`config.mk`:
```
export PLATFORM = sky130hd
export DESIGN_NAME = fifo_reader
export DESIGN_NICKNAME = d
export VERILOG_FILES = /design/src/rtl/fifo_reader_pkg.sv /design/src/rtl/fifo_reader.sv
export SDC_FILE = /design/constraint.sdc
export NUM_CORES = 1
export LEC_CHECK = 0
export CAP_MARGIN = 20
export CORE_MARGIN = 4
export CORE_UTILIZATION = 45
export DETAILED_ROUTE_END_ITERATION = 10
export PLACE_DENSITY_LB_ADDON = 0.08
export SLEW_MARGIN = 10
export SYNTH_ARGS = -nofsm -noshare
export SYNTH_HDL_FRONTEND = slang
export SYNTH_SLANG_ARGS = --single-unit
```
`constraint.sdc`:
```
create_clock -name clock -period 2.1 [get_ports clock]
set_input_delay 0.63 -clock clock [delete_from_list [all_inputs] [get_ports clock]]
set_output_delay 0.63 -clock clock [all_outputs]
set_load 0.005 [all_outputs]
```
`src/rtl/fifo_reader_pkg.sv`:
```
// Shared types and constants for the fifo_reader drain controller.
package fifo_reader_pkg;

  localparam int unsigned DATA_W_DEF = 16;
  localparam int unsigned FIFO_DEPTH = 10;

  typedef enum logic [1:0] {
    IDLE    = 2'd0,
    ISSUE   = 2'd1,
    CAPTURE = 2'd2,
    PRESENT = 2'd3
  } state_e;

endpackage

```
`src/rtl/fifo_reader.sv`:
```
// Drain-side FIFO controller: read strobe, one-cycle capture, valid/ready output with burst marker.
// Optional even-parity output enabled by defining FIFO_READER_PARITY_EN.
module fifo_reader
  import fifo_reader_pkg::*;
#(
  parameter int unsigned DATA_W  = DATA_W_DEF,
  parameter int unsigned BURST   = 4,
  parameter int unsigned COUNT_W = 16
) (
  input  logic               clock,
  input  logic               reset,
  input  logic               enable,
  input  logic               fifoEmpty,
  input  logic [DATA_W-1:0]  fifoData,
  output logic               fifoRead,
  output logic [DATA_W-1:0]  data_Out,
  output logic               valid,
  input  logic               ready,
  output logic               last,
  output logic               busy,
  output logic [COUNT_W-1:0] wordsSent
`ifdef FIFO_READER_PARITY_EN
  ,
  output logic               parity
`endif
);

  localparam int unsigned BEAT_W = 4;
  localparam logic [BEAT_W-1:0] BEAT_LAST = BEAT_W'(BURST - 1);

  state_e              state_q, state_d;
  logic [DATA_W-1:0]   data_q, data_d;
  logic                valid_q, valid_d;
  logic                last_q, last_d;
  logic [COUNT_W-1:0]  words_q, words_d;
  logic [BEAT_W-1:0]   beat_q, beat_d;
`ifdef FIFO_READER_PARITY_EN
  logic                parity_q, parity_d;
`endif

  always_ff @(posedge clock) begin
    if (reset) begin
      state_q  <= IDLE;
      data_q   <= '0;
      valid_q  <= 1'b0;
      last_q   <= 1'b0;
      words_q  <= '0;
      beat_q   <= '0;
`ifdef FIFO_READER_PARITY_EN
      parity_q <= 1'b0;
`endif
    end else begin
      state_q  <= state_d;
      data_q   <= data_d;
      valid_q  <= valid_d;
      last_q   <= last_d;
      words_q  <= words_d;
      beat_q   <= beat_d;
`ifdef FIFO_READER_PARITY_EN
      parity_q <= parity_d;
`endif
    end
  end

  always_comb begin
    state_d  = state_q;
    data_d   = data_q;
    valid_d  = valid_q;
    last_d   = last_q;
    words_d  = words_q;
    beat_d   = beat_q;
`ifdef FIFO_READER_PARITY_EN
    parity_d = parity_q;
`endif
    unique case (state_q)
      IDLE: begin
        if (enable && !fifoEmpty) state_d = ISSUE;
      end
      // A started read always completes, regardless of enable.
      ISSUE: begin
        state_d = CAPTURE;
      end
      CAPTURE: begin
        data_d   = fifoData;
        valid_d  = 1'b1;
        last_d   = (beat_q == BEAT_LAST);
`ifdef FIFO_READER_PARITY_EN
        parity_d = ^fifoData;
`endif
        state_d  = PRESENT;
      end
      PRESENT: begin
        if (valid_q && ready) begin
          words_d = words_q + COUNT_W'(1);
          beat_d  = (beat_q == BEAT_LAST) ? '0 : beat_q + BEAT_W'(1);
          valid_d = 1'b0;
          state_d = (enable && !fifoEmpty) ? ISSUE : IDLE;
        end
      end
      default: state_d = IDLE;
    endcase
  end

  assign fifoRead  = (state_q == ISSUE);
  assign busy      = (state_q != IDLE);
  assign data_Out  = data_q;
  assign valid     = valid_q;
  assign last      = last_q;
  assign wordsSent = words_q;
`ifdef FIFO_READER_PARITY_EN
  assign parity    = parity_q;
`endif

endmodule

```
## Word-level counts from Yosys, hierarchy flattened

Cells that the tools add are included.

| word-level totals | value |
|---|---|
| register bits | 40 |
| input port bits | 21 |

| cells by class | value |
|---|---|
| $add $sub $neg | 2 |
| eq/ne operators | 6 |
| muxes and demuxes | 7 |
| reductions and logical operators | 9 |

Operators by type and width:

| cell | count |
|---|---|
| $add 16x1->16 const B | 1 |
| $pmux 2 s4 | 1 |
| $reduce_and 2->1 | 3 |
| $add 4x1->4 const B | 1 |
| $eq 2x2->1 const B | 2 |
| $eq 4x2->1 const B | 1 |
| $mux 2 | 2 |
| $mux 4 | 1 |
| $ne 2x2->1 const B | 2 |
| $reduce_bool 2->1 | 2 |
| $eq 2x1->1 const B | 1 |
| $logic_and 1x1->1 | 2 |
| $logic_not 2->1 | 1 |
| $mux 1 | 2 |
| $pmux 1 s2 | 1 |
| $logic_not 1->1 | 1 |

## Depth between registers and ports, before layout

Gate-level depths: netlist of the first run.

| depth | value |
|---|---|
| depth in word-level cells | 5 |
| mapped depth | 6 |
| mapped depth without buffers | 5 |

## Worst setup path before layout of the first run

Ideal clock, no wire load.

| path | value |
|---|---|
| kind | register to register |
| start | register state_q[1] |
| end | register words_q[15], in the netlist wordsSent[15] |
| library setup time | 0.070 ns |
| data arrival time | 1.778 ns |
| required time | 2.030 ns |
| path slack | 0.252 ns |
| cell stages (with the launch flop) | 6 |
| cells stage by stage | dfxtp_1 -> ha_1 -> nand4_1 -> or4_4 -> or3_1 -> a21oi_1 |

| on the way | value |
|---|---|
| longest elaborated chain between the ends | 2 |

RTL lines:

| element | line | source |
|---|---|---|
| start, declared | fifo_reader.sv:31 | `state_e state_q, state_d;` |
| start signal, assigned | fifo_reader.sv:53 | `state_q <= state_d;` |
| $eq 2x2->1 | fifo_reader.sv:75 | `unique case (state_q)` |
| $reduce_and 2->1 (no line) | - |  |
| end signal, assigned | fifo_reader.sv:57 | `words_q <= words_d;` |
| end, declared | fifo_reader.sv:35 | `logic [COUNT_W-1:0] words_q, words_d;` |

No other way between the ends.
A chain may end at the register's enable or synchronous reset.

## Worst setup path in the final report of the first run

| path | value |
|---|---|
| start | register state_q[1] |
| end | output port fifoRead |

| on the way | value |
|---|---|
| longest elaborated chain between the ends | 1 |

RTL lines:

| element | line | source |
|---|---|---|
| $eq 2x1->1 | fifo_reader.sv:104 | `assign fifoRead = (state_q == ISSUE);` |
| end, declared | fifo_reader.sv:15 | `output logic fifoRead,` |

No other way between the ends.

==> results by stage, run 1 <==
Status:
- The run finished with clean final reports.

Synthesis:
- Synthesis produced a netlist whose cell count is 185.
- The mean area per synthesized cell is between 9 and 10 sq um.
- The cell area after synthesis is roughly 1700 sq um.
- The flop and latch count out of synthesis is 40.
- The synthesis warning total is 0.
- Synthesis instantiated 26 different standard cells from the library.
- Counting every net in the synthesized netlist gives 213.
- The portion of the post-synthesis area used by sequential elements is 47.5%.

Clock network:
- The hold buffer count at cts is 0.
- The tree built by TritonCTS fans out to 40 sinks.
- The clock tree from TritonCTS is built.
- The library cell used as clock root buffer is clkbuf_8.
- The post-CTS clock slew at the launch and capture registers of the worst setup and hold paths is 70 ps.
- The total CTS buffers is 5.
- The H-tree generated during clock tree synthesis spans 2 levels.
- The buffer levels on the longest clock path is 2.
- The clock latency at the later pin of the worst-skew pair is 280 ps.

Final layout:
- The multi-input gate area in the final layout is between 800 and 900 sq um.
- The number of fill cells is 267.
- The number of nets in the layout is around 280.
- The post-route netlist has 8.80% of its cells at a drive strength greater than 1.
- The core occupancy in the finished layout is 71.4%.
- 0 antenna diodes ended up in the layout.
- Summing all non-filler instances in the final layout gives an area of around 2500 sq um.
- The area of all sequential standard cells is 806 sq um.
- The count of cells in the finished layout, fillers not included, comes to roughly 300.
- The layout overhead on the synthesized area is 46.8%.

Critical path:
- The path depth of the worst reg2reg path is 6.
- Setup slack on the worst reg-to-reg path comes out at around 230 ps.
- The longest individual stage delay on the worst path is between 400 and 500 ps.
- The number of buffers and inverters on the critical path is 2.
- STA classifies the critical path startpoint as a flip-flop.
- The worst flop-to-flop path startpoint is state_q[0].
- The kind of cell adding the most delay to the critical path is buffers and inverters.
- The required time of the critical path is around 1500 ps.
- The cell with the biggest individual delay on the critical path is clkdlybuf4s50_1.
- The critical path goes through inv_2 > ha_1 > clkdlybuf4s50_1.
- The worst setup path is of the reg -> out kind.
- STA classifies the critical path endpoint as an output port.
- Data arrives at the worst endpoint at 1330 ps.
- The highest net fanout along the worst path is 5.
- The worst register-to-register path ends at wordsSent[13].

Timing:
- The final critical-path share of the clock period is 93.4%.
- The sum of negative setup slack is 0 ps.
- For the pin with the worst max-slew slack, the measured transition is 500 ps.
- Measured against its own limit, the worst slew margin works out to 66.7%.
- Final hold analysis gives a worst-case slack of 502 ps.
- The number of pins with negative max-slew slack in the final report is 0.
- The worst path setup slack after routing is 138 ps.
- The hold violation total from the final report is 0.
- The worst path needs 1960 ps of the cycle, external delays included.
- Setup repair after global routing left no endpoint under its margin.
- Static timing analysis puts the maximum clock frequency at 510 MHz.
- Setup violations remaining at the end of the flow were counted as 0.
- The clock arrives with 8.72 ps of skew.

Routing:
- For this run, design rule violations remaining after detail routing come to 0.
- The average wire per cell in the routed design is 13.4 um.
- The average via count per standard cell is 5.12.
- Wire segments on met3 add up to approximately 180 um in the final route.
- The routed design has just under 4000 um of wire.
- The total routed wire length on the met1 layer is about 1700 um.
- The routed via count is 1516.
- The highest layer touched by signal routing is met4.
- The detailed router finished its first iteration with 126 violations.
- The met2 wirelength from detailed routing is 2050 um.
- The first TritonRoute pass finished after 6 iterations.
- Once detail routing completed, the nets flagged for antenna violations numbered 0.

Die:
- The area of the placeable core is 3470 sq um.
- The floorplan step defined a die boundary enclosing 4790 sq um.
- The die is 69.2 um wide.
- The die is 69.2 um tall.
- The I/O pin count is 57.
- The starting utilization of the core area is roughly 50%.
- The number of cell rows is 21.

Placement:
- Detailed placement ended at an HPWL of 2830 um.
- Once placement completed, the tool counted placed cells totaling about 290.
- The placer congestion estimate is 0.789.
- In this run the tool buffered the top-level ports with 56 buffer cells.
- Timing analysis after detailed placement gives a worst setup slack of -333 ps.
- The cell area after placement is 2350 sq um.

Power and ir drop:
- IR analysis of the VDD net gives a maximum drop of 591 uV.
- The analysis attributes to cell leakage a power of 0.888 nW.
- The power density over the cells is between 800 and 900 nW/um^2.
- The final total power is 2.03 mW.

GRT:
- The maximum number of pins on one net before global-route repair is about 40.
- For this run the aggregate overflow at the end of global routing stands at 0.
- In the global route stage, overall resource usage came out at between 10% and 20%.
- The number of global-route vias before repair is 1524.
- The number of antenna violations at the first check in global routing is 0.
- The first global-routing pass estimated 6680 um of wire.

Min path:
- The tightest min-delay check is of the reg -> reg type.
- The end of the worst hold path is data_Out[0].
- Along the worst hold path, the cell count comes to 2.
- The worst hold path begins at data_Out[0].

Run:
- The number of violations of the max-capacitance limit is 0.
tightest hold or removal path, cell delays in order, from the launching register on:
cell and delay (ps):
dfxtp_1 330, mux2i_1 60, nor2_1 70
kinds of logic after synthesis:
family,count (synthesis),share of synthesized area [%]
buf+inv,14,3.19
flops,40,47.5
fa+ha+maj,7,5.20
xor+xnor,11,5.72
mux,18,10.7
compound gates,19,6.24
simple gates,76,21.5
where the power goes:
group | internal, mW | leakage, nW | switching, mW | total (mW)
logic | 0.374 | 0.521 | 0.258 | 0.631
clock network | 0.237 | 0.0424 | 0.256 | 0.493
registers | 0.847 | 0.324 | 0.0592 | 0.906
total | 1.46 | 0.888 | 0.572 | 2.03
registers in the layout (all words and copies together) (netlist names):
register	count
beat_q	4
valid	1
wordsSent	16
state_q	2
data_Out	16
last	1
final cells by class:
class	instances	share of cell area [%]
Multi-Input combinational cell	131	34.0
Sequential cell	40	32.6
Timing Repair Buffer	65	26.7
Clock buffer	7	3.08
Tap cell	46	2.33
Inverter	6	0.910
Clock inverter	1	0.354
worst max-delay path by stage:
| stage | startpoint | to | slack, ps | cells after the start |
|---|---|---|---|---|
| finish | state_q[1] | fifoRead | 140 | 3 |
| global route | state_q[1] | fifoRead | 70 | 3 |
| CTS | ready | wordsSent[14] | 10 | 6 |
| detailed placement | ready | wordsSent[15] | -330 | 5 |
| global placement | ready | wordsSent[15] | -280 | 5 |
| floorplan | state_q[1] | wordsSent[15] | 250 | 5 |
layer usage:
metal,up-vias,track usage [%]
met1,716,19.2
met3,4,5.94
met2,37,28.6
met4,0,5.42
li1,759,-
met5,-,0
cells in the mapped netlist:
cell      number  share of area [%]
nor3_1         3               0.89
nand3_1        5                1.5
or4_4          1               0.67
nand2b_1       1               0.37
xnor2_1        7                3.6
ha_1           7                5.2
a221oi_1       1               0.52
or3_1          6                2.2
inv_1          6                1.3
a311oi_1       1               0.52
nor2b_1        1               0.37
a22oi_1        1               0.45
and3_1         2               0.74
o21ai_0        6                1.8
dfxtp_1       40                 48
buf_2          1               0.30
mux2i_1       18                 11
nor4_1         4                1.5
xor2_1         4                2.1
clkbuf_1       7                1.6
nor3b_1        1               0.45
a21oi_1       10                3.0
nand4b_1       1               0.52
nand4_1        6                2.2
nand2_1       14                3.1
nor2_1        31                6.9
what timing repair did:
action	CTS	global route
buffers inserted	1	1
endpoints found under the setup margin	4	6
resized for setup	5	5
pin swaps	3	1
cell usage in the layout, fill, tap and decap left out, types with 2 or more instances in the layout:
cell type        netlist  layout
buf_12                 0       2
nor3_1                 3       3
a21oi_1               10      10
mux2i_1               18      18
clkbuf_1               7       2
xor2_1                 4       4
clkbuf_8               0       5
dlymetal6s2s_1         0       2
inv_1                  6       4
inv_2                  0       2
nor2_1                31      31
ha_1                   7       7
buf_4                  0       6
clkdlybuf4s50_1        0      54
nand4_1                6       6
or3_1                  6       5
nand2_1               14      14
nand3_1                5       5
o21ai_0                6       6
and3_1                 2       2
dfxtp_1               40      38
xnor2_1                7       7
nor4_1                 4       3
Note: power is estimated with default switching activity, not from simulation.
==> run 2, diff against run 1 <==
Settings changed: CORE_UTILIZATION 45 to 48, MAX_ROUTING_LAYER set to met4.
Clock period 2.1 ns to 2.3 ns, I/O delays scaled along.
==> run 2 against run 1 <==
Compared with the run above: power shrank 14%; sequential share of layout area grew 0.91 points; clock-buffer cell count shrank 1; critical path depth grew 1; sequential cell count is the same; core utilization is essentially flat; final area shrank 3.0%; combinational power shrank 16%; hold slack is essentially flat; setup slack lost 55 ps; global-route usage grew 1.7 points; routed wire length shrank 7.9%.
==> results by stage, run 2 (synthesized netlist as in run 1, its figures left out) <==
Routing:
- Detailed routing inserted a total of approximately 1500 vias.
- The count of nets left with antenna violations once routing finished came out at 0.
- The average via count per standard cell is 5.14.
- The pre-antenna-repair detailed-routing pass consisted of 4 iterations.
- In this run, the number of DRC markers left after iteration 0 of detailed routing was 78.
- For this block, the routed nets add up to 3660 um of wire.
- The post-detailed-route DRC marker count is 0.
- The average wire per cell in the routed design is ~13 um.

Die:
- The core region is 3360 sq um.
- The initialized floorplan defines 21 standard-cell rows.
- From left edge to right edge, the die measures 67.3 um.
- Measured along the y axis, the die boundary spans 67.3 um.
- In this run the count of I/O pins placed on the die edge is 57.
- Once the floorplan was initialized, standard cells occupied 50.1% of the core.
- The die covers about 4500 sq um.

Timing:
- Static timing analysis puts the maximum clock frequency at 451 MHz.
- Measured against its own limit, the worst slew margin works out to ~76%.
- The hold violation total from the final report is 0.
- Setup repair after global routing left no endpoint under its margin.
- The pin slew with the least headroom to its limit is about 360 ps.
- The clock period minus final worst setup slack is 2220 ps.
- The worst path setup slack after routing is 83.8 ps.
- Across the routed clock network, the largest skew measured is 17.1 ps.
- The hold slack is 502 ps.
- The number of failing setup endpoints in the final timing report is 0.
- The final critical-path share of the clock period is between 90% and 100%.
- The number of pins with negative max-slew slack in the final report is 0.

Final layout:
- Registers take about 800 sq um.
- The final layout contains roughly 270 nets.
- The non-filler instance count after layout is 293.
- 0 antenna diodes ended up in the layout.
- The layout has 267 filler cells.
- Leaving out fill and tap cells, the most frequent cell in the layout is clkdlybuf4s50_1.
- Cells with a size suffix above 1 make up 7.29% of the layout.
- Leaving out fill and tap cells, the most frequent cells in the layout are clkdlybuf4s50_1, dfxtp_1, nor2_1, mux2i_1, nand2_1.
- In the final layout, the multi-input gates occupy 833 sq um.
- The area growth from synthesis to layout is 42.4%.

Placement:
- The HPWL after detailed placement is around 2700 um.
- Before CTS, the worst setup slack after placement is -175 ps.
- The instance count after placement with tap cells included is 284.
- The placer congestion estimate is slightly above 0.8.
- Input and output buffers added on the ports amount to 56.

Clock network:
- The depth of the CTS H-tree is 2.
- The clock tree from TritonCTS is built.
- Counting along the longest clock path gives a buffer depth of 2.
- The root buffer cell chosen for the clock tree is clkbuf_4.
- In this run, CTS created clock tree buffers numbering 5.
- The clock net in this run drives a total of 40 sinks.
- The post-CTS clock slew at the launch and capture registers of the worst setup and hold paths is 110 ps.
- The clock latency at the later pin of the worst-skew pair is 360 ps.

Critical path:
- The highest net fanout along the worst path is 5.
- The data arrival time of the critical path is ~1500 ps.
- The element type at the critical path end is an output port.
- The capturing point of the worst reg2reg path is wordsSent[14].
- The critical path is of the reg -> out type.
- STA puts the critical path data required time at 1610 ps.
- The cell with the biggest individual delay on the critical path is clkdlybuf4s50_1.
- For the worst flop-to-flop path, the logic depth is 5.
- The longest individual stage delay on the worst path is 490 ps.
- In this run the register-to-register setup slack is 470 ps.
- By instance count, the cell type seen most on the critical path is inv_1.
- The worst flop-to-flop path startpoint is wordsSent[0].
- The kind of launch point of the worst setup path is a flip-flop.
- The critical path goes through inv_1 > ha_2 > inv_1 > clkdlybuf4s50_1.

Status:
- The flow ran to the end, and the final reports show no timing, DRC or antenna violations.

GRT:
- Entering global routing, the biggest net connects 41 pins.
- The number of global-route vias before repair is 1464.
- The combined global-route utilization of all metal layers is 18.3%.
- The first global-routing pass estimated 6100 um of wire.
- The number of antenna violations at the first check in global routing came to 0.
- The overall overflow remaining after global route is 0.

Min path:
- The class of the tightest hold or removal check is reg -> reg.
- The startpoint identified for the worst hold timing path is data_Out[1].
- The worst hold path terminates at data_Out[1].
- Along the worst hold path, the cell count comes to 2.

Power and ir drop:
- Across the VDD grid, the largest voltage drop is 595 uV.
- The power density over the cells is 724 nW/um^2.
- The design draws 1.74 mW.
- The total leakage power is about 0.84 nW.

Run:
- Across the run, the number of max-cap violations was 0.
## run 2: per-layer routing
metal	vias to the layer above	track usage, %	wire [um]
met5	-	-	0
met4	0	7.59	51
met3	8	4.99	185
met2	46	31.3	1810
met1	694	20.1	1620
li1	758	-	-
## run 2: how the worst max path moves through the flow
| stage | startpoint | slack [ps] | cells after the start | to |
|---|---|---|---|---|
| global route | state_q[0] | 9 | 4 | busy |
| CTS | state_q[0] | 20 | 4 | busy |
| finish | state_q[0] | 80 | 4 | busy |
| floorplan | ready | 400 | 4 | wordsSent[15] |
| global placement | ready | -160 | 5 | wordsSent[15] |
| detailed placement | ready | -180 | 5 | wordsSent[15] |
## run 2: layout make-up
type | instances | share of cell area, %
timing repair buffer | 62 | 25.8
sequential | 40 | 33.5
tap | 46 | 2.40
clock buffer | 6 | 2.14
clock inverter | 2 | 0.574
multi-input combinational | 131 | 34.7
inverter | 6 | 0.938
## run 2: critical path, delay by kind of cell, from the launching register on
kind	cells	cell delay, ps
DFF	1	360
buffers and inverters	3	630
adders and majority gates	1	200
## run 2: stage by stage
stage               TNS [ps]  area (sq um)  utilization [%]
floorplan                  0          1690                -
global placement        -413          2320             69.0
detailed placement      -491          2320             69.0
CTS                        0          2390             71.1
global route               0          2400             71.4
finish                     0          2400             71.4
## run 2: power breakdown
part | switching [mW] | internal [mW] | total, mW
clock network | 0.235 | 0.151 | 0.387
registers | 0.0495 | 0.770 | 0.820
logic | 0.217 | 0.313 | 0.530
total | 0.502 | 1.23 | 1.74
## run 2: repair_timing
item,CTS,global route
pin swaps,0,0
gates resized for setup,2,1
setup buffers,0,1
hold buffers,0,0
endpoints found under the setup margin,1,1
==> run 3, diff against run 2 <==
Settings changed: CTS_BUF_LIST set to sky130_fd_sc_hd__clkbuf_16, PLACE_DENSITY_LB_ADDON 0.08 to 0.1.
==> run 3 against run 2 <==
Compared with the run above: combinational power decreased by 2%; final cell count decreased by 0.34%; final area increased by 3.5%; clock-buffer cell count decreased by 1; sequential power increased by 0.6%; sequential share of layout area decreased by 1.1 points; maximum frequency increased by 0.74%; sequential cell count unchanged; non-clock buffer count decreased by 1; setup slack improved by 16 ps; critical path type is now in -> reg; largest power group unchanged.
==> results by stage, run 3 (synthesized netlist as in run 1, its figures left out) <==
Run:
- Max-cap violations in this run came to 0.

Placement:
- The HPWL after detailed placement is 2850 um.
- In this run the tool buffered the top-level ports with 56 buffer cells.
- The placer congestion estimate is a little under 0.8.
- The pre-CTS setup slack is -185 ps.

Critical path:
- The critical path is of the in -> reg type.
- The kind of launch point of the worst setup path is a primary input.
- The required time of the critical path is 2510 ps.
- Along the worst path, the maximum fanout reaches 4.
- The element type at the critical path end is a flip-flop.
- Data arrives at the worst endpoint at 2410 ps.

Die:
- The overall die width is 67.3 um.
- After floorplanning, the core was divided into 21 placement rows.
- The starting utilization of the core area is approximately 50%.
- The vertical extent of the die is between 60 and 70 um.
- The core region is 3360 sq um.
- Pin placement for this block handled 57 I/O pins.
- The die covers 4520 sq um.

Clock network:
- For this design, the sink count on the clock tree is 40.
- The clock passes through at most 2 buffers.
- The library cell used as clock root buffer is clkbuf_16.
- After clock tree synthesis, the clock-pin slew on the worst setup and hold paths is ~60 ps.
- Counting the buffers created by CTS gives 5.
- The number of buffers inserted by post-CTS setup repair is 0.
- The depth of the CTS H-tree is 2.
- The later pin in the worst-skew pair is clocked with a latency of 280 ps.
- The clock tree from TritonCTS is built.

GRT:
- The overall overflow remaining after global route is 0.
- The combined global-route utilization of all metal layers is 19.0%.
- The number of antenna violations at the first check in global routing is 0.
- The maximum number of pins on one net before global-route repair is 41.
- The first global-routing pass estimated 6290 um of wire.
- The number of global-route vias before repair came to 1467.

Routing:
- The average via count per standard cell is 5.19.
- The final layout contains routed wiring with a total length of 3910 um.
- Detailed routing inserted a total of roughly 1500 vias.
- After detailed routing, the average wire length per cell comes to 13.4 um.
- The iteration count of the initial detailed-routing pass is 4.
- The detailed router finished its first iteration with between 100 and 150 violations.
- The remaining number of nets flagged by the antenna check after routing is 0.
- The post-detailed-route DRC marker count is 0.

Power and ir drop:
- Summed over all cells, the static leakage comes to slightly below 0.9 nW.
- The share of power burned in registers is 38.8%.
- For this design the ratio of total power to cell area is ~860 nW/um^2.
- The internal portion of total power is 1.59 mW.
- The worst-case IR drop observed on VDD is 545 uV.
- The part of the power in the clock network is 36.8%.
- The combinational power share is 24.5%.
- The analysis attributes to net switching a power of 0.543 mW.
- The switching portion of total power is 25.5%.

Timing:
- The fmax is between 400 and 500 MHz.
- Once routing completed, OpenROAD measured the worst setup slack at 100 ps.
- Setup repair after global routing left no endpoint under its margin.
- Setup total negative slack on the finished layout was measured at 0 ps.
- The number of pins with negative max-slew slack in the final report is 0.
- The final critical-path share of the clock period is roughly 96%.
- At the pin with the least slew margin, the transition time is 402 ps.
- In this run the tightest slew margin relative to its limit is 73.2%.
- The number of failing setup endpoints in the final timing report is 0.
- The hold violation total from the final report is 0.
- Across the routed clock network, the largest skew measured is 3.83 ps.
- The clock period minus final worst setup slack is 2200 ps.

Final layout:
- The share of final-layout standard cells stronger than drive strength 1 is 6.50%.
- At the end of the flow the core is filled with cells to 73.9%.
- For this run, the post-layout net count is ~270.
- The library cells used most frequently in the layout, excluding fill and tap cells, are clkdlybuf4s50_1, dfxtp_1, nor2_1, mux2i_1, nand2_1.
- Leaving out fill and tap cells, the most frequent cell in the layout is clkdlybuf4s50_1.
- From synthesis to final layout, the design area changed by 47.4%.
- The number of fill cells is 262.
- The number of antenna diodes in the final layout is 0.

Min path:
- The tightest min-delay check is of the reg -> reg type.

Status:
- The run finished with clean final reports.
run 3: changes by cell type in the layout (fill, tap and decap cells not counted):
cell	before	now
clkinv_4	0	2
clkbuf_16	0	5
clkbuf_8	1	0
inv_6	1	0
ha_2	1	0
bufinv_16	0	1
buf_12	1	0
clkinv_2	1	0
ha_1	6	7
clkbuf_4	5	0
run 3: power groups by stage:
| stage | clock network, mW | registers, mW | logic (mW) |
|---|---|---|---|
| 2_1_floorplan | 0 | 0.831 | 0.274 |
| 4_1_cts | 0.799 | 0.822 | 0.529 |
| 5_1_grt | 0.827 | 0.833 | 0.567 |
| 3_3_place_gp | 0 | 0.828 | 0.499 |
| 3_5_place_dp | 0 | 0.835 | 0.518 |
| 6_report | 0.783 | 0.825 | 0.521 |
run 3: through the flow:
step	hold WS (ps)	power (mW)	instance area, sq um	instances
5_1_grt	520	2.23	2480	292
3_3_place_gp	461	1.33	2310	284
6_report	495	2.13	2480	292
2_1_floorplan	453	1.11	1690	185
4_1_cts	503	2.15	2480	292
3_5_place_dp	487	1.35	2310	284
run 3: what timing repair did:
action / in CTS / in global routing
hold buffers: 0 / 0
gates resized for setup: 0 / 2
setup endpoints to repair: 0 / 1
run 3: final cells by class:
type                       count  area, sq um  area share, %
inverter                       6         22.5          0.906
clock buffer                   5          125           5.04
timing repair buffer          61          598           24.1
tap                           46         57.6           2.32
multi-input combinational    131          831           33.4
sequential                    40          803           32.3
clock inverter                 3         47.5           1.91
run 3: final timing paths:
check	startpoint	to	slack (ps)	cells after the start
setup / recovery	ready	wordsSent[15]	100	5
setup reg to reg	state_q[1]	wordsSent[15]	310	5
hold reg to reg	data_Out[8]	data_Out[8]	490	2
hold / removal	data_Out[8]	data_Out[8]	490	2
run 3: critical path, stage by stage:
cell	delay, ps
clkdlybuf4s50_1	480
nand4_1	140
or4_4	580
or3_1	360
a21oi_1	150
run 3: routing by layer:
layer / GRT usage (%) / vias up / wire length (um)
met1: 19.0 / 719 / 1560
met2: 34.4 / 37 / 2130
li1: - / 755 / -
met3: 4.49 / 5 / 168
met5: - / - / 0
met4: 9.11 / 0 / 44
